## src/rtl/boot_pkg.sv

```systemverilog
// Shared constants for the boot master: register map, strobe codes,
// FSM state encoding and a helper that formats the target address word.
package boot_pkg;

  // Boot register responder offsets
  localparam logic [3:0] REG_SPI_ADDR = 4'h0;
  localparam logic [3:0] REG_REBOOT   = 4'h1;
  localparam logic [3:0] REG_KEY      = 4'h2;

  // Byte strobe codes: full-word write or read
  localparam logic [3:0] WSTRB_WR = 4'hF;
  localparam logic [3:0] WSTRB_RD = 4'h0;

  // FSM state encoding
  localparam logic [2:0] ST_IDLE    = 3'd0;
  localparam logic [2:0] ST_WR_ADDR = 3'd1;
  localparam logic [2:0] ST_RD_ADDR = 3'd2;
  localparam logic [2:0] ST_WR_BOOT = 3'd3;
  localparam logic [2:0] ST_DONE    = 3'd4;
  localparam logic [2:0] ST_ERR     = 3'd5;

  // Zero-extend a 25-bit flash address onto the 32-bit data bus
  function automatic logic [31:0] tgt_word(input logic [24:0] tgt);
    return {7'd0, tgt};
  endfunction

endpackage

```

## src/rtl/key_debounce.sv

```systemverilog
// Two-flop synchronizer followed by a level debouncer: the output follows
// the synchronized key only after it has disagreed for DEBOUNCE_CYCLES
// consecutive cycles; any agreeing cycle restarts the count.
module key_debounce #(
  parameter int unsigned DEBOUNCE_CYCLES = 16
) (
  input  logic mem_clk,
  input  logic rst_n,
  input  logic key_in,
  output logic key_db
);

  localparam logic [15:0] CNT_LAST = 16'(DEBOUNCE_CYCLES - 1);

  logic        sync1_r;
  logic        sync2_r;
  logic        db_r;
  logic [15:0] cnt_r;

  // Bring the asynchronous key level into the mem_clk domain
  always_ff @(posedge mem_clk or negedge rst_n) begin
    if (!rst_n) begin
      sync1_r <= 1'b0;
      sync2_r <= 1'b0;
    end else begin
      sync1_r <= key_in;
      sync2_r <= sync1_r;
    end
  end

  // Accept a new level only after it has been stable long enough
  always_ff @(posedge mem_clk or negedge rst_n) begin
    if (!rst_n) begin
      db_r  <= 1'b0;
      cnt_r <= 16'd0;
    end else if (sync2_r != db_r) begin
      if (cnt_r == CNT_LAST) begin
        db_r  <= sync2_r;
        cnt_r <= 16'd0;
      end else begin
        cnt_r <= cnt_r + 16'd1;
      end
    end else begin
      cnt_r <= 16'd0;
    end
  end

  assign key_db = db_r;

endmodule

```

## src/rtl/boot_master.sv

```systemverilog
// Boot master: on a debounced key press or a software start it programs the
// selected flash image address into the boot responder, reads it back to
// verify, then writes the reboot command. Every bus request is time-limited.
module boot_master
  import boot_pkg::*;
#(
  parameter logic [24:0] IMG0_ADDR       = 25'h000000,
  parameter logic [24:0] IMG1_ADDR       = 25'h080000,
  parameter int unsigned DEBOUNCE_CYCLES = 16,
  parameter int unsigned TIMEOUT_CYCLES  = 255
) (
  input  logic        mem_clk,
  input  logic        rst_n,
  input  logic        key_in,
  input  logic        start,
  input  logic        img_sel,
  output logic        mem_valid,
  output logic [3:0]  mem_addr,
  output logic [31:0] mem_wdata,
  output logic [3:0]  mem_wstrb,
  input  logic        mem_ready,
  input  logic [31:0] mem_rdata,
  output logic        busy,
  output logic        done,
  output logic        error
);

  localparam logic [15:0] TMO_LAST    = 16'(TIMEOUT_CYCLES - 1);
  // Long enough for a key held through reset to reach key_db first
  localparam logic [16:0] SETTLE_LAST = 17'(DEBOUNCE_CYCLES + 3);

  logic [2:0]  state_r;
  logic [24:0] tgt_r;
  logic [15:0] tmo_cnt_r;
  logic        key_db_s;
  logic        key_prev_r;
  logic        armed_r;
  logic [16:0] settle_cnt_r;
  logic        trigger_s;
  logic        timeout_s;
  logic        rd_ok_s;
  logic [24:0] sel_tgt_s;
  logic [3:0]  req_addr_s;
  logic [31:0] req_wdata_s;
  logic [3:0]  req_wstrb_s;

  key_debounce #(
    .DEBOUNCE_CYCLES(DEBOUNCE_CYCLES)
  ) u_key_debounce (
    .mem_clk(mem_clk),
    .rst_n  (rst_n),
    .key_in (key_in),
    .key_db (key_db_s)
  );

  // Key edge detection; the key only arms once seen released after reset
  always_ff @(posedge mem_clk or negedge rst_n) begin
    if (!rst_n) begin
      key_prev_r   <= 1'b0;
      armed_r      <= 1'b0;
      settle_cnt_r <= 17'd0;
    end else begin
      key_prev_r <= key_db_s;
      if (settle_cnt_r != SETTLE_LAST) begin
        settle_cnt_r <= settle_cnt_r + 17'd1;
      end else begin
        settle_cnt_r <= settle_cnt_r;
      end
      if ((settle_cnt_r == SETTLE_LAST) && !key_db_s) begin
        armed_r <= 1'b1;
      end else begin
        armed_r <= armed_r;
      end
    end
  end

  // Trigger, timeout and read-back decode
  always_comb begin
    trigger_s = start | (key_db_s & ~key_prev_r & armed_r);
    timeout_s = (tmo_cnt_r == TMO_LAST);
    rd_ok_s   = (mem_rdata[31:25] == 7'd0) && (mem_rdata[24:0] == tgt_r);
    if (img_sel) begin
      sel_tgt_s = IMG1_ADDR;
    end else begin
      sel_tgt_s = IMG0_ADDR;
    end
  end

  // Bus request contents for the transaction owned by each state
  always_comb begin
    req_addr_s  = 4'h0;
    req_wdata_s = 32'h0;
    req_wstrb_s = 4'h0;
    case (state_r)
      ST_WR_ADDR: begin
        req_addr_s  = REG_SPI_ADDR;
        req_wdata_s = tgt_word(tgt_r);
        req_wstrb_s = WSTRB_WR;
      end
      ST_RD_ADDR: begin
        req_addr_s  = REG_SPI_ADDR;
        req_wdata_s = 32'h0;
        req_wstrb_s = WSTRB_RD;
      end
      ST_WR_BOOT: begin
        req_addr_s  = REG_REBOOT;
        req_wdata_s = 32'h1;
        req_wstrb_s = WSTRB_WR;
      end
      default: begin
        req_addr_s  = 4'h0;
        req_wdata_s = 32'h0;
        req_wstrb_s = 4'h0;
      end
    endcase
  end

  // Sequencer FSM with registered bus and status outputs
  always_ff @(posedge mem_clk or negedge rst_n) begin
    if (!rst_n) begin
      state_r   <= ST_IDLE;
      tgt_r     <= 25'd0;
      tmo_cnt_r <= 16'd0;
      mem_valid <= 1'b0;
      mem_addr  <= 4'h0;
      mem_wdata <= 32'h0;
      mem_wstrb <= 4'h0;
      busy      <= 1'b0;
      done      <= 1'b0;
      error     <= 1'b0;
    end else begin
      case (state_r)
        ST_IDLE: begin
          if (trigger_s) begin
            // The first request goes out straight from acceptance
            state_r   <= ST_WR_ADDR;
            tgt_r     <= sel_tgt_s;
            error     <= 1'b0;
            busy      <= 1'b1;
            mem_valid <= 1'b1;
            mem_addr  <= REG_SPI_ADDR;
            mem_wdata <= tgt_word(sel_tgt_s);
            mem_wstrb <= WSTRB_WR;
            tmo_cnt_r <= 16'd0;
          end else begin
            state_r <= ST_IDLE;
          end
        end
        ST_WR_ADDR, ST_RD_ADDR, ST_WR_BOOT: begin
          if (!mem_valid) begin
            // Entering with valid low guarantees the inter-transaction gap
            mem_valid <= 1'b1;
            mem_addr  <= req_addr_s;
            mem_wdata <= req_wdata_s;
            mem_wstrb <= req_wstrb_s;
            tmo_cnt_r <= 16'd0;
          end else if (mem_ready) begin
            // Ready wins over a timeout landing on the same cycle
            mem_valid <= 1'b0;
            mem_addr  <= 4'h0;
            mem_wdata <= 32'h0;
            mem_wstrb <= 4'h0;
            tmo_cnt_r <= 16'd0;
            if (state_r == ST_WR_ADDR) begin
              state_r <= ST_RD_ADDR;
            end else if (state_r == ST_RD_ADDR) begin
              if (rd_ok_s) begin
                state_r <= ST_WR_BOOT;
              end else begin
                state_r <= ST_ERR;
                error   <= 1'b1;
              end
            end else begin
              state_r <= ST_DONE;
              done    <= 1'b1;
            end
          end else if (timeout_s) begin
            mem_valid <= 1'b0;
            mem_addr  <= 4'h0;
            mem_wdata <= 32'h0;
            mem_wstrb <= 4'h0;
            tmo_cnt_r <= 16'd0;
            state_r   <= ST_ERR;
            error     <= 1'b1;
          end else begin
            tmo_cnt_r <= tmo_cnt_r + 16'd1;
          end
        end
        ST_DONE: begin
          done    <= 1'b0;
          busy    <= 1'b0;
          state_r <= ST_IDLE;
        end
        ST_ERR: begin
          error   <= 1'b1;
          busy    <= 1'b0;
          state_r <= ST_IDLE;
        end
        default: begin
          state_r   <= ST_IDLE;
          mem_valid <= 1'b0;
          mem_addr  <= 4'h0;
          mem_wdata <= 32'h0;
          mem_wstrb <= 4'h0;
          busy      <= 1'b0;
          done      <= 1'b0;
        end
      endcase
    end
  end

endmodule

```

## config.mk

```make
export PLATFORM = sky130hd
export DESIGN_NAME = boot_master
export DESIGN_NICKNAME = d
export VERILOG_FILES = /design/src/rtl/boot_pkg.sv /design/src/rtl/key_debounce.sv /design/src/rtl/boot_master.sv
export SDC_FILE = /design/constraint.sdc
export NUM_CORES = 1
export LEC_CHECK = 0
export BUFFER_PORTS_ARGS = -buffer_cell sky130_fd_sc_hd__buf_2
export CELL_PAD_IN_SITES_DETAIL_PLACEMENT = 0
export CELL_PAD_IN_SITES_GLOBAL_PLACEMENT = 2
export CORE_UTILIZATION = 33
export DETAILED_ROUTE_END_ITERATION = 8
export GPL_TIMING_DRIVEN = 0
export PLACE_DENSITY_LB_ADDON = 0.05
export SYNTH_ARGS = -nofsm -noshare
export SYNTH_HDL_FRONTEND = slang
export SYNTH_SLANG_ARGS = --single-unit
```

## constraint.sdc

```tcl
create_clock -name mem_clk -period 2.5 [get_ports mem_clk]
set_input_delay 0.25 -clock mem_clk [delete_from_list [all_inputs] [get_ports mem_clk]]
set_output_delay 0.25 -clock mem_clk [all_outputs]
set_load 0.05 [all_outputs]
```

# After elaboration in Yosys (flattened, before gate mapping)
# Cells that the tools add are included.
# op_classes
n_bitwise	7
n_reduce_logical	20
add_sub_neg	3
muxes	51
n_eq_ne	21
# ops
op	count
$mux 32	4
$mux 16	6
$pmux 32 s3	1
$pmux 25 s2	1
$add 16x1->16 const B	2
$pmux 16 s2	1
$mux 4	7
$eq 25x25->1	1
$pmux 4 s3	2
$mux 20	1
$mux 3	6
$add 17x1->17 const B	1
$eq 17x5->1 const B	1
$mux 1	17
$ne 17x5->1 const B	1
$eq 16x4->1 const B	1
$eq 16x8->1 const B	1
$ne 3x3->1 const B	4
$reduce_and 2->1	6
$ne 2x2->1 const B	5
$logic_not 7->1	1
$reduce_and 7->1	1
$eq 3x2->1 const B	2
$eq 3x3->1 const B	2
other kinds (18)	27
# totals
reg_bits	126
output_inout_bits	44
word_cells	119
inputBits	38

# Logic depth before layout (Yosys ltp)
# Gate-level depths: netlist (run 1).
# logic_depth
word_depth	8
ltp_mapped	8
mapped_depth_nobuf	7

# By module
# Synthesis (run 1) repeated with hierarchy kept, for this count alone.
# unflattened
hier_cells	362
hier_area_um2	3626.0
# by_module_without_submodules
module	seq_area_each_um2	area_per_inst_um2	n_inst	cells_each
boot_master	1151.1	2658.8	1	278
key_debounce	475.5	967.2	1	84

# Worst setup path before layout (run 1)
# Ideal clock, no wire load.
# synth_timing
kind	register to register
start	register mem_valid
end	register tmo_cnt_r[10]
required_ps	2413
period_less_slack_ps	2286
arrival_time_ps	2200
stages_incl_launch_ff	8
path_slack_ps	214
path_buffers	2
setup_time_ps	87
cell_sequence	dfrtp_1 > buf_2 > nor2b_1 > o21ai_0 > or2_1 > clkbuf_2 > or4_1 > o211ai_1
# synth_via
elab_chain_cells	2
# synth_rtl
element	line	rtl
from (decl)	boot_master.sv:17	output logic mem_valid,
from (signal assigned)	boot_master.sv:124	mem_valid <= 1'b0;
from (signal assigned)	boot_master.sv:140	mem_valid <= 1'b1;
from (signal assigned)	boot_master.sv:152	mem_valid <= 1'b1;
$mux 16	boot_master.sv:150	if (!mem_valid) begin
$pmux 16 s2	boot_master.sv:132	case (state_r)
to (signal assigned)	boot_master.sv:186	tmo_cnt_r <= tmo_cnt_r + 16'd1;
to (decl)	boot_master.sv:34	logic [15:0] tmo_cnt_r;
# No other way between the ends.
# A chain may end at the register's enable or synchronous reset.

# Final worst setup path (run 1)
# layout_timing
start	register tmo_cnt_r[0]
end	register mem_wstrb[2]
# layout_via
elab_chain_cells	3
# layout_rtl
element	line	rtl
$eq 16x8->1	boot_master.sv:80	timeout_s = (tmo_cnt_r == TMO_LAST);
$ne 4x4->1 (no source line)	--	
$reduce_and 3->1 (no source line)	--	
to (signal assigned)	boot_master.sv:155	mem_wstrb <= req_wstrb_s;
to (decl)	boot_master.sv:20	output logic [3:0] mem_wstrb,
# No other way between the ends.

==> reports/results.txt, run 1 <==
Site Rows -> 37
Die Span Y -> 105 um
leakage -> 1.99 nW
internal power -> 2.00 mW
grt total ovfl -> 0
RSZ-0062 raised after global routing -> false
complex-gate fraction of the synthesized area -> 0.0981
Worst VDD drop -> 665 uV
antenna violation net count after detailed routing -> 0
# setup viols final -> 0
synth top area cells -> dfrtp_1 47%, buf_4 7.7%, xnor2_1 5.0%, o21ai_0 3.6%, nand2_1 3.4%
Worst Reg-to-Reg Cells -> 8
Inst Count DP -> 590
Flop pwr share -> 0.363
Worst EP arrival -> 2610 ps
Total GRT Usage -> 0.153
final worst slack -> 131 ps
post-synthesis register bit count -> 66
XOR/XNOR Fraction of Synth Area -> 0.0799
clk buf depth -> 2
largest area contributor in the netlist -> dfrtp_1
largest net degree at the start of global routing -> 67
PwrDens -> 793 nW/um2
Fin Hold WS -> 0.0276 ps
vias in the first global route -> 2754
Hold Vio Cnt, Final -> 0
Critical Path Sink Type -> flop
fmax -> 422 MHz
initial antenna violation count -> 0
starting density of the core -> 0.340
Finished Layout Cells -> 607
Via density -> 4.69
Die Wd -> 105 um
Syn Inst Count -> 374
commonest non-fill, non-tap cell in the layout -> dfrtp_1
Die ar. -> 11000 um2
Gate power share -> 0.361
Placer Congestion -> 0.755
Reg clk slew, reported paths -> 80 ps
Yosys Warn Count -> 0
Detail Placement HPWL -> 5360 um
core area -> 10300 um2
switching part of the total -> 0.406
# DRC -> 0
area share of fa/ha/maj cells after synthesis -> 0.0143
final wirelength -> 7640 um
Critical path buffers and inverters -> 2
max-cap check violation count -> 0
CTS sink cnt -> 66
WP data required -> 2750 ps
setup TNS -> 0 ps
routed len/inst -> 12.6 um
sw power -> 1.37 mW
FF-to-FF setup slack -> 130 ps
CTS tree -> built
pre-CTS WS -> 115 ps
Tightest Pin Transition -> 838 ps
final worst path period share -> 0.947
slowest stage cell, crit path -> dfrtp_1
largest family of logic cells by synthesized area -> simple AND/OR/NAND/NOR gates
worst-skew pair later-pin latency -> 350 ps
Clock Root Buffer -> clkbuf_8
IO Count -> 82
iteration count of the initial detailed-routing pass -> 4
WS Path Type -> reg -> reg
status -> finished, final reports clean
number of synthesized flops with an enable pin -> 0
post-synthesis mux area share -> 0.0153
clock skew -> 11.2 ps
share of cells above drive strength 1 -> 0.234
top-area cell type share of the netlist area -> 0.471
Slew Limit Fails -> 0
post-layout min period -> 2370 ps
port bufs -> 48
most frequent cells in the layout -> 66 x dfrtp_1, 49 x buf_2, 37 x buf_4
Cell Area, Synth -> 3510 um2
final-stage net count -> 508
startpoint class of the critical path -> flop
global-route wire length before repair -> 13300 um
reg2reg end -> mem_wstrb[2]
Num CTS Buffers -> 9
ant diodes -> 0
Synth cell types -> 47
mean post-synth cell area -> 9.38 um2
DRT iter0 DRCs -> 114
fraction of the mapped netlist area in simple logic gates -> 0.220
CP max FO -> 9
worst path cell trace -> inv_1, ha_1, and4b_1, a41o_2, or2_1, clkbuf_2, o21ai_0, mux2_2
H-tree lvl count -> 3
CP delay by family, top -> compound AO/OA/AOI/OAI gates
Main synth FF type -> dfrtp_1
Critical R2R Launch -> tmo_cnt_r[0]
Synth async-reset ratio -> 1.00
relative slew slack -> 0.441
hold crit path type -> in -> async
Clock power frac -> 0.275
vias -> 2848
Seq/Total Area, Yosys -> 0.471
area growth from synthesis to layout -> 21.3%
CP peak stage delay -> 410 ps
==> cell families (layout without fill, tap and decap cells) <==
group | count (synthesis) | in the layout
AND/OR/NAND/NOR | 152 | 152
flip-flops | 66 | 66
AO/OA/AOI/OAI | 57 | 57
buffers and inverters | 57 | 122
XOR/XNOR | 32 | 32
multiplexers | 5 | 5
adder cells (fa/ha/maj) | 4 | 4
other | 1 | 33
==> layer usage <==
metal | track usage | vias to the layer above | wire length (um)
met2 | 0.247 | 79 | 3430
met5 | 0 | - | 0
met4 | 0.0573 | 0 | 112
met3 | 0.0374 | 10 | 388
met1 | 0.198 | 1321 | 3710
li1 | - | 1438 | -
==> worst reg2reg max path, cell delays in order (launching register included) <==
cell,delay (ps)
dfrtp_1,410
inv_1,60
ha_1,200
and4b_1,200
a41o_2,350
or2_1,240
clkbuf_2,200
o21ai_0,220
mux2_2,380
==> timing repair <==
action | 4_1_cts | 5_1_grt
hold buffers | 1 | 0
endpoints found under the setup margin | 0 | 8
gates resized for setup | 0 | 3
buffers inserted | 0 | 0
endpoints found under the hold margin | 1 | 0
==> Yosys cell counts, types with 5 or more instances <==
cell	n
dfrtp_1	66
nor2_1	32
or3_1	5
and3_1	5
inv_1	12
xor2_1	12
nand2_1	32
a21oi_1	11
nand4_1	14
nand3_1	18
buf_4	36
xnor2_1	20
nor3_1	12
o21ai_0	25
clkbuf_1	6
nor4_1	15
==> per-stage QoR <==
step                      cell area (um2)  total power [mW]   util
final                                4260              3.37  0.412
after global routing                 4260              3.60  0.412
after CTS                            4250              3.42  0.412
after detailed placement             4040              2.47  0.391
after global placement               4040              2.47  0.391
after floorplan                      3630              2.16      -
==> registers in the layout, indices dropped and copies added (netlist names), 2 cells and up <==
signal / count
u_key_debounce.cnt_r: 16
settle_cnt_r: 17
mem_wdata: 2
state_r: 3
tmo_cnt_r: 16
==> how the worst max path moves through the flow <==
stage | start | end | slack [ps] | cells after the start
global route | tmo_cnt_r[0] | tmo_cnt_r[10] | 3 | 8
CTS | tmo_cnt_r[0] | tmo_cnt_r[10] | 110 | 8
detailed placement | state_r[2] | tmo_cnt_r[10] | 110 | 7
global placement | tmo_cnt_r[0] | tmo_cnt_r[5] | 120 | 8
finish | tmo_cnt_r[0] | mem_wstrb[2] | 130 | 8
floorplan | mem_valid | tmo_cnt_r[10] | 210 | 7
==> power by group through the flow <==
stage	Combinational [mW]	Sequential, mW	Clock, mW
final	1.22	1.22	0.929
after global routing	1.34	1.24	1.02
after CTS	1.23	1.23	0.972
after detailed placement	1.22	1.25	0
after global placement	1.22	1.24	0
after floorplan	0.748	1.41	0
==> area by class of cell <==
type | count | area (um2)
fill | 1034 | 6070
buffer | 45 | 309
clock buffer | 10 | 138
multi-input combinational | 283 | 1620
clock inverter | 6 | 65.1
sequential | 66 | 1650
inverter | 12 | 45.0
timing repair buffer | 49 | 253
tap | 136 | 170
No activity file was read; power rests on OpenSTA's default activity.
==> inputs of run 2 (changes only) <==
- CORE_ASPECT_RATIO: not set -> 1.1
- CORE_MARGIN: not set -> 2
==> run 2 against run 1 <==
- non-clock buffer count is 1 lower
- clock skew is 7.7 ps lower
- final cell count is 0.82% higher
- sequential share of layout area is 0.80 points lower
- critical path depth stayed put
- sequential cell count stayed put
- utilization is 0.59 points higher
- count of clock-buffer cells in the layout stayed put
- sequential power hardly changed
- first-iteration DRC count is 8.8% lower
- global-route usage is 0.34 points lower
- critical path type unchanged
- critical endpoint unchanged
- largest cell class unchanged
==> reports/results.txt, run 2 (synthesized netlist as in run 1, its figures left out) <==
# setup viols final -> 0
slowest stage cell, crit path -> dfrtp_1
status -> finished, final reports clean
startpoint class of the critical path -> flop
Worst VDD drop -> 425 uV
final wirelength -> 7870 um
Hold Vio Cnt, Final -> 0
clk buf depth -> 2
WP data required -> 2720 ps
CP max FO -> 9
Critical Path Sink Type -> flop
CTS sink cnt -> 66
design area -> 4350 um2
final-stage net count -> 507
Tightest Pin Transition -> 865 ps
reg2reg end -> mem_wstrb[2]
share of cells above drive strength 1 -> 0.232
Top reg by flops -> settle_cnt_r
initial antenna violation count -> 0
iteration count of the initial detailed-routing pass -> 4
PwrDens -> 850 nW/um2
Via density -> 4.68
ant diodes -> 0
grt total ovfl -> 0
Die Span Y -> 112 um
hold crit path type -> in -> async
Worst Reg-to-Reg Cells -> 8
DRT iter0 DRCs -> 104
Reg clk slew, reported paths -> 50 ps
relative slew slack -> 0.423
area growth from synthesis to layout -> 23.9%
core area -> 10400 um2
Slew Limit Fails -> 0
vias in the first global route -> 2690
CP peak stage delay -> 400 ps
Inst Count DP -> 597
clock skew -> 3.58 ps
CP delay by family, top -> compound AO/OA/AOI/OAI gates
# DRC -> 0
Num CTS Buffers -> 9
antenna violation net count after detailed routing -> 0
Clock Root Buffer -> clkbuf_16
# fillers -> 1044
leakage -> 2.03 nW
vias -> 2867
IO Count -> 82
dpl cell area -> 4050 um2
Total GRT Usage -> 0.150
starting density of the core -> 0.338
worst path cell trace -> inv_1, ha_1, and4b_1, a41o_2, or2_1, clkbuf_2, o21ai_0, mux2_2
final worst path period share -> 0.945
biggest regs -> settle_cnt_r: 17 flops, tmo_cnt_r: 16 flops, u_key_debounce.cnt_r: 16 flops
Die ar. -> 11500 um2
setup TNS -> 0 ps
worst-skew pair later-pin latency -> 340 ps
Worst EP arrival -> 2580 ps
Placer Congestion -> 0.744
Fin Hold WS -> 17.6 ps
CP Launch Point -> tmo_cnt_r[0]
Critical R2R Launch -> tmo_cnt_r[0]
max-cap check violation count -> 0
CTS tree -> built
Detail Placement HPWL -> 5630 um
routed len/inst -> 12.9 um
post-layout min period -> 2360 ps
Critical path buffers and inverters -> 2
Site Rows -> 39
largest net degree at the start of global routing -> 67
post-cts hold buffer count -> 0
most frequent cells in the layout -> 66 x dfrtp_1, 49 x buf_2, 37 x buf_4
global-route wire length before repair -> 13400 um
fin util -> 0.418
WS Path Type -> reg -> reg
Largest register FFs -> 17
H-tree lvl count -> 3
commonest non-fill, non-tap cell in the layout -> dfrtp_1
Die Wd -> 102 um
FF-to-FF setup slack -> 140 ps
Finished Layout Cells -> 612
RSZ-0062 raised after global routing -> false
fmax -> 424 MHz
port bufs -> 48
-- run 2: worst max path at each step --
stage                     slack [ps]       endpoint  depth (start not counted)
after floorplan                  210  tmo_cnt_r[10]                          7
after global placement           150   mem_wstrb[2]                          8
after detailed placement         140   mem_wstrb[2]                          8
after CTS                        120   mem_wstrb[2]                          8
after global routing               5   mem_wstrb[2]                          7
final                            140   mem_wstrb[2]                          8
-- run 2: per-layer routing --
layer / vias to the layer above / routed length [um] / global-route usage
met5: - / 0 / 0
met4: 0 / 211 / 0.0809
met3: 15 / 417 / 0.0243
met2: 86 / 3420 / 0.224
met1: 1329 / 3820 / 0.207
li1: 1437 / - / -
-- run 2: cell type report --
class / instances / area [um2] / share of cell area
timing repair buffer: 48 / 243 / 0.0559
clock buffer: 10 / 239 / 0.0550
tap: 143 / 179 / 0.0412
buffer: 45 / 309 / 0.0711
multi-input combinational: 283 / 1620 / 0.374
clock inverter: 5 / 55.1 / 0.0127
sequential: 66 / 1650 / 0.380
inverter: 12 / 45.0 / 0.0104
-- run 2: per-stage QoR --
step	power (mW)	setup WS, ps
2_1_floorplan	2.16	214
3_3_place_gp	2.46	147
3_5_place_dp	2.46	136
4_1_cts	3.74	124
5_1_grt	3.90	4.76
6_report	3.69	139
-- run 2: where the power goes --
| part | switching, mW | internal [mW] |
|---|---|---|
| logic | 0.858 | 0.345 |
| clock network | 0.469 | 0.789 |
| registers | 0.0635 | 1.17 |
| total | 1.39 | 2.30 |
-- run 2: repair_timing --
| action | CTS | global route |
|---|---|---|
| setup endpoints to repair | 0 | 2 |
| buffers inserted | 0 | 0 |
| resized for setup | 0 | 2 |
==> inputs of run 3 (changes only) <==
- CELL_PAD_IN_SITES_GLOBAL_PLACEMENT: 2 -> 1
- CORE_UTILIZATION: 33 -> 40
==> run 3 against run 2 <==
- the flow now finishes with violations (negative hold slack)
- critical path depth unchanged
- highest routed layer unchanged
- final cell count fell by 5.6%
- clock power shrank 39%
- routed wire length fell by 6.4%
- critical path type unchanged
- register-to-register slack improved by 30 ps
- critical endpoint is now tmo_cnt_r[10]
- via count decreased by 0.56%
- fmax up 1.1%
- non-clock buffer count unchanged
- count of clock-buffer cells in the layout up 3
- worst hold slack worse by 25 ps
==> reports/results.txt, run 3 (synthesized netlist as in run 1, its figures left out) <==
Total GRT Usage -> 0.159
Routed met2 length -> 3450 um
Die Span Y -> 102 um
Tightest Pin Transition -> 830 ps
WP data required -> 2750 ps
final worst slack -> 165 ps
commonest non-fill, non-tap cell in the layout -> dfrtp_1
Top reg by flops -> settle_cnt_r
Worst VDD drop -> 254 uV
leakage -> 1.97 nW
share of cells above drive strength 1 -> 0.225
starting density of the core -> 0.415
vias in the first global route -> 2606
Clock Root Buffer -> clkbuf_8
Finished Layout Cells -> 578
Num CTS Buffers -> 9
Detail Placement HPWL -> 5350 um
H-tree lvl count -> 3
failing checks -> negative hold slack
hold crit path type -> in -> async
Via density -> 4.93
clk buf depth -> 2
Die Wd -> 93.3 um
PostCTS Resize Cnt -> 0
IO Count -> 82
DRT iter0 DRCs -> 52
# fillers -> 789
vias -> 2851
# DRC -> 0
Gate power share -> 0.377
post-cts hold buffer count -> 0
largest net degree at the start of global routing -> 67
final wirelength -> 7370 um
met1 WL -> 3360 um
Inst Count DP -> 565
Worst EP arrival -> 2580 ps
CTS sink cnt -> 66
internal power -> 1.91 mW
highest metal used -> met4
pre-CTS WS -> 173 ps
switching part of the total -> 0.402
iteration count of the initial detailed-routing pass -> 4
PwrDens -> 766 nW/um2
Placer Congestion -> 0.792
antenna violation net count after detailed routing -> 0
Flop pwr share -> 0.383
fmax -> 428 MHz
Die ar. -> 9540 um2
final worst path period share -> 0.934
area growth from synthesis to layout -> 18.9%
global-route wire length before repair -> 12000 um
WL met3 -> 457 um
Clock power frac -> 0.240
post-layout min period -> 2330 ps
clock skew -> 7.36 ps
core area -> 8450 um2
sw power -> 1.28 mW
Critical Path Sink Type -> flop
setup TNS -> 0 ps
Slew Limit Fails -> 0
final-stage net count -> 507
Site Rows -> 35
fin util -> 0.493
port bufs -> 48
Critical R2R Launch -> tmo_cnt_r[0]
# setup viols final -> 0
Reg clk slew, reported paths -> 70 ps
ant diodes -> 0
Fin Hold WS -> -7.94 ps
relative slew slack -> 0.447
status -> complete, but fails checks
grt total ovfl -> 0
CP max FO -> 9
biggest regs -> settle_cnt_r: 17 flops, tmo_cnt_r: 16 flops, u_key_debounce.cnt_r: 16 flops
Hold Vio Cnt, Final -> 4
max-cap check violation count -> 0
routed len/inst -> 12.7 um
startpoint class of the critical path -> flop
Largest register FFs -> 17
CP Launch Point -> tmo_cnt_r[0]
WS Path Type -> reg -> reg
CTS tree -> built
setup bufs post-CTS -> 0
initial antenna violation count -> 0
Power Total -> 3.19 mW
worst-skew pair later-pin latency -> 330 ps
RSZ-0062 raised after global routing -> false
most frequent cells in the layout -> 66 x dfrtp_1, 49 x buf_2, 37 x buf_4
## run 3: critical path, cell delays in order (launching register included)
cell and delay (ps):
dfrtp_1 410, inv_1 60, ha_1 200, and4b_1 190, a41o_2 350, or2_1 240, clkbuf_2 180, or4_1 520
o211ai_1 100
## run 3: final cells by class
class	instances	area [um2]	area share
Buffer	45	309	0.0741
Clock buffer	13	159	0.0381
Inverter	12	45.0	0.0108
Multi-Input combinational cell	283	1620	0.389
Sequential cell	66	1650	0.396
Tap cell	111	139	0.0333
Timing Repair Buffer	48	243	0.0582
## run 3: metal layers
metal  vias up  global-route usage
met5         -                   0
met2        83               0.272
met3         7              0.0354
li1       1428                   -
met4         0              0.0633
met1      1333               0.197
## run 3: path summary, 6_finish.rpt
path,to,slack (ps),depth (start not counted)
min,tmo_cnt_r[12],-8,1
min in group mem_clk,u_key_debounce.sync1_r,40,1
max reg2reg,tmo_cnt_r[10],170,8
min reg2reg,u_key_debounce.sync2_r,360,0
max,tmo_cnt_r[10],170,8
max in group asynchronous,tmo_cnt_r[3],1930,1
## run 3: power groups by stage
| stage | registers [mW] | clock network, mW | logic [mW] |
|---|---|---|---|
| final | 1.22 | 0.767 | 1.21 |
| after global placement | 1.24 | 0 | 1.21 |
| after CTS | 1.22 | 0.798 | 1.21 |
| after detailed placement | 1.24 | 0 | 1.21 |
| after floorplan | 1.41 | 0 | 0.748 |
| after global routing | 1.24 | 0.853 | 1.32 |
## run 3: stage by stage
stage | area, um2 | hold WS (ps)
4_1_cts | 4170 | 20.0
2_1_floorplan | 3630 | -45.6
6_report | 4170 | -7.94
3_3_place_gp | 4010 | 335
5_1_grt | 4170 | 28.7
3_5_place_dp | 4010 | 343
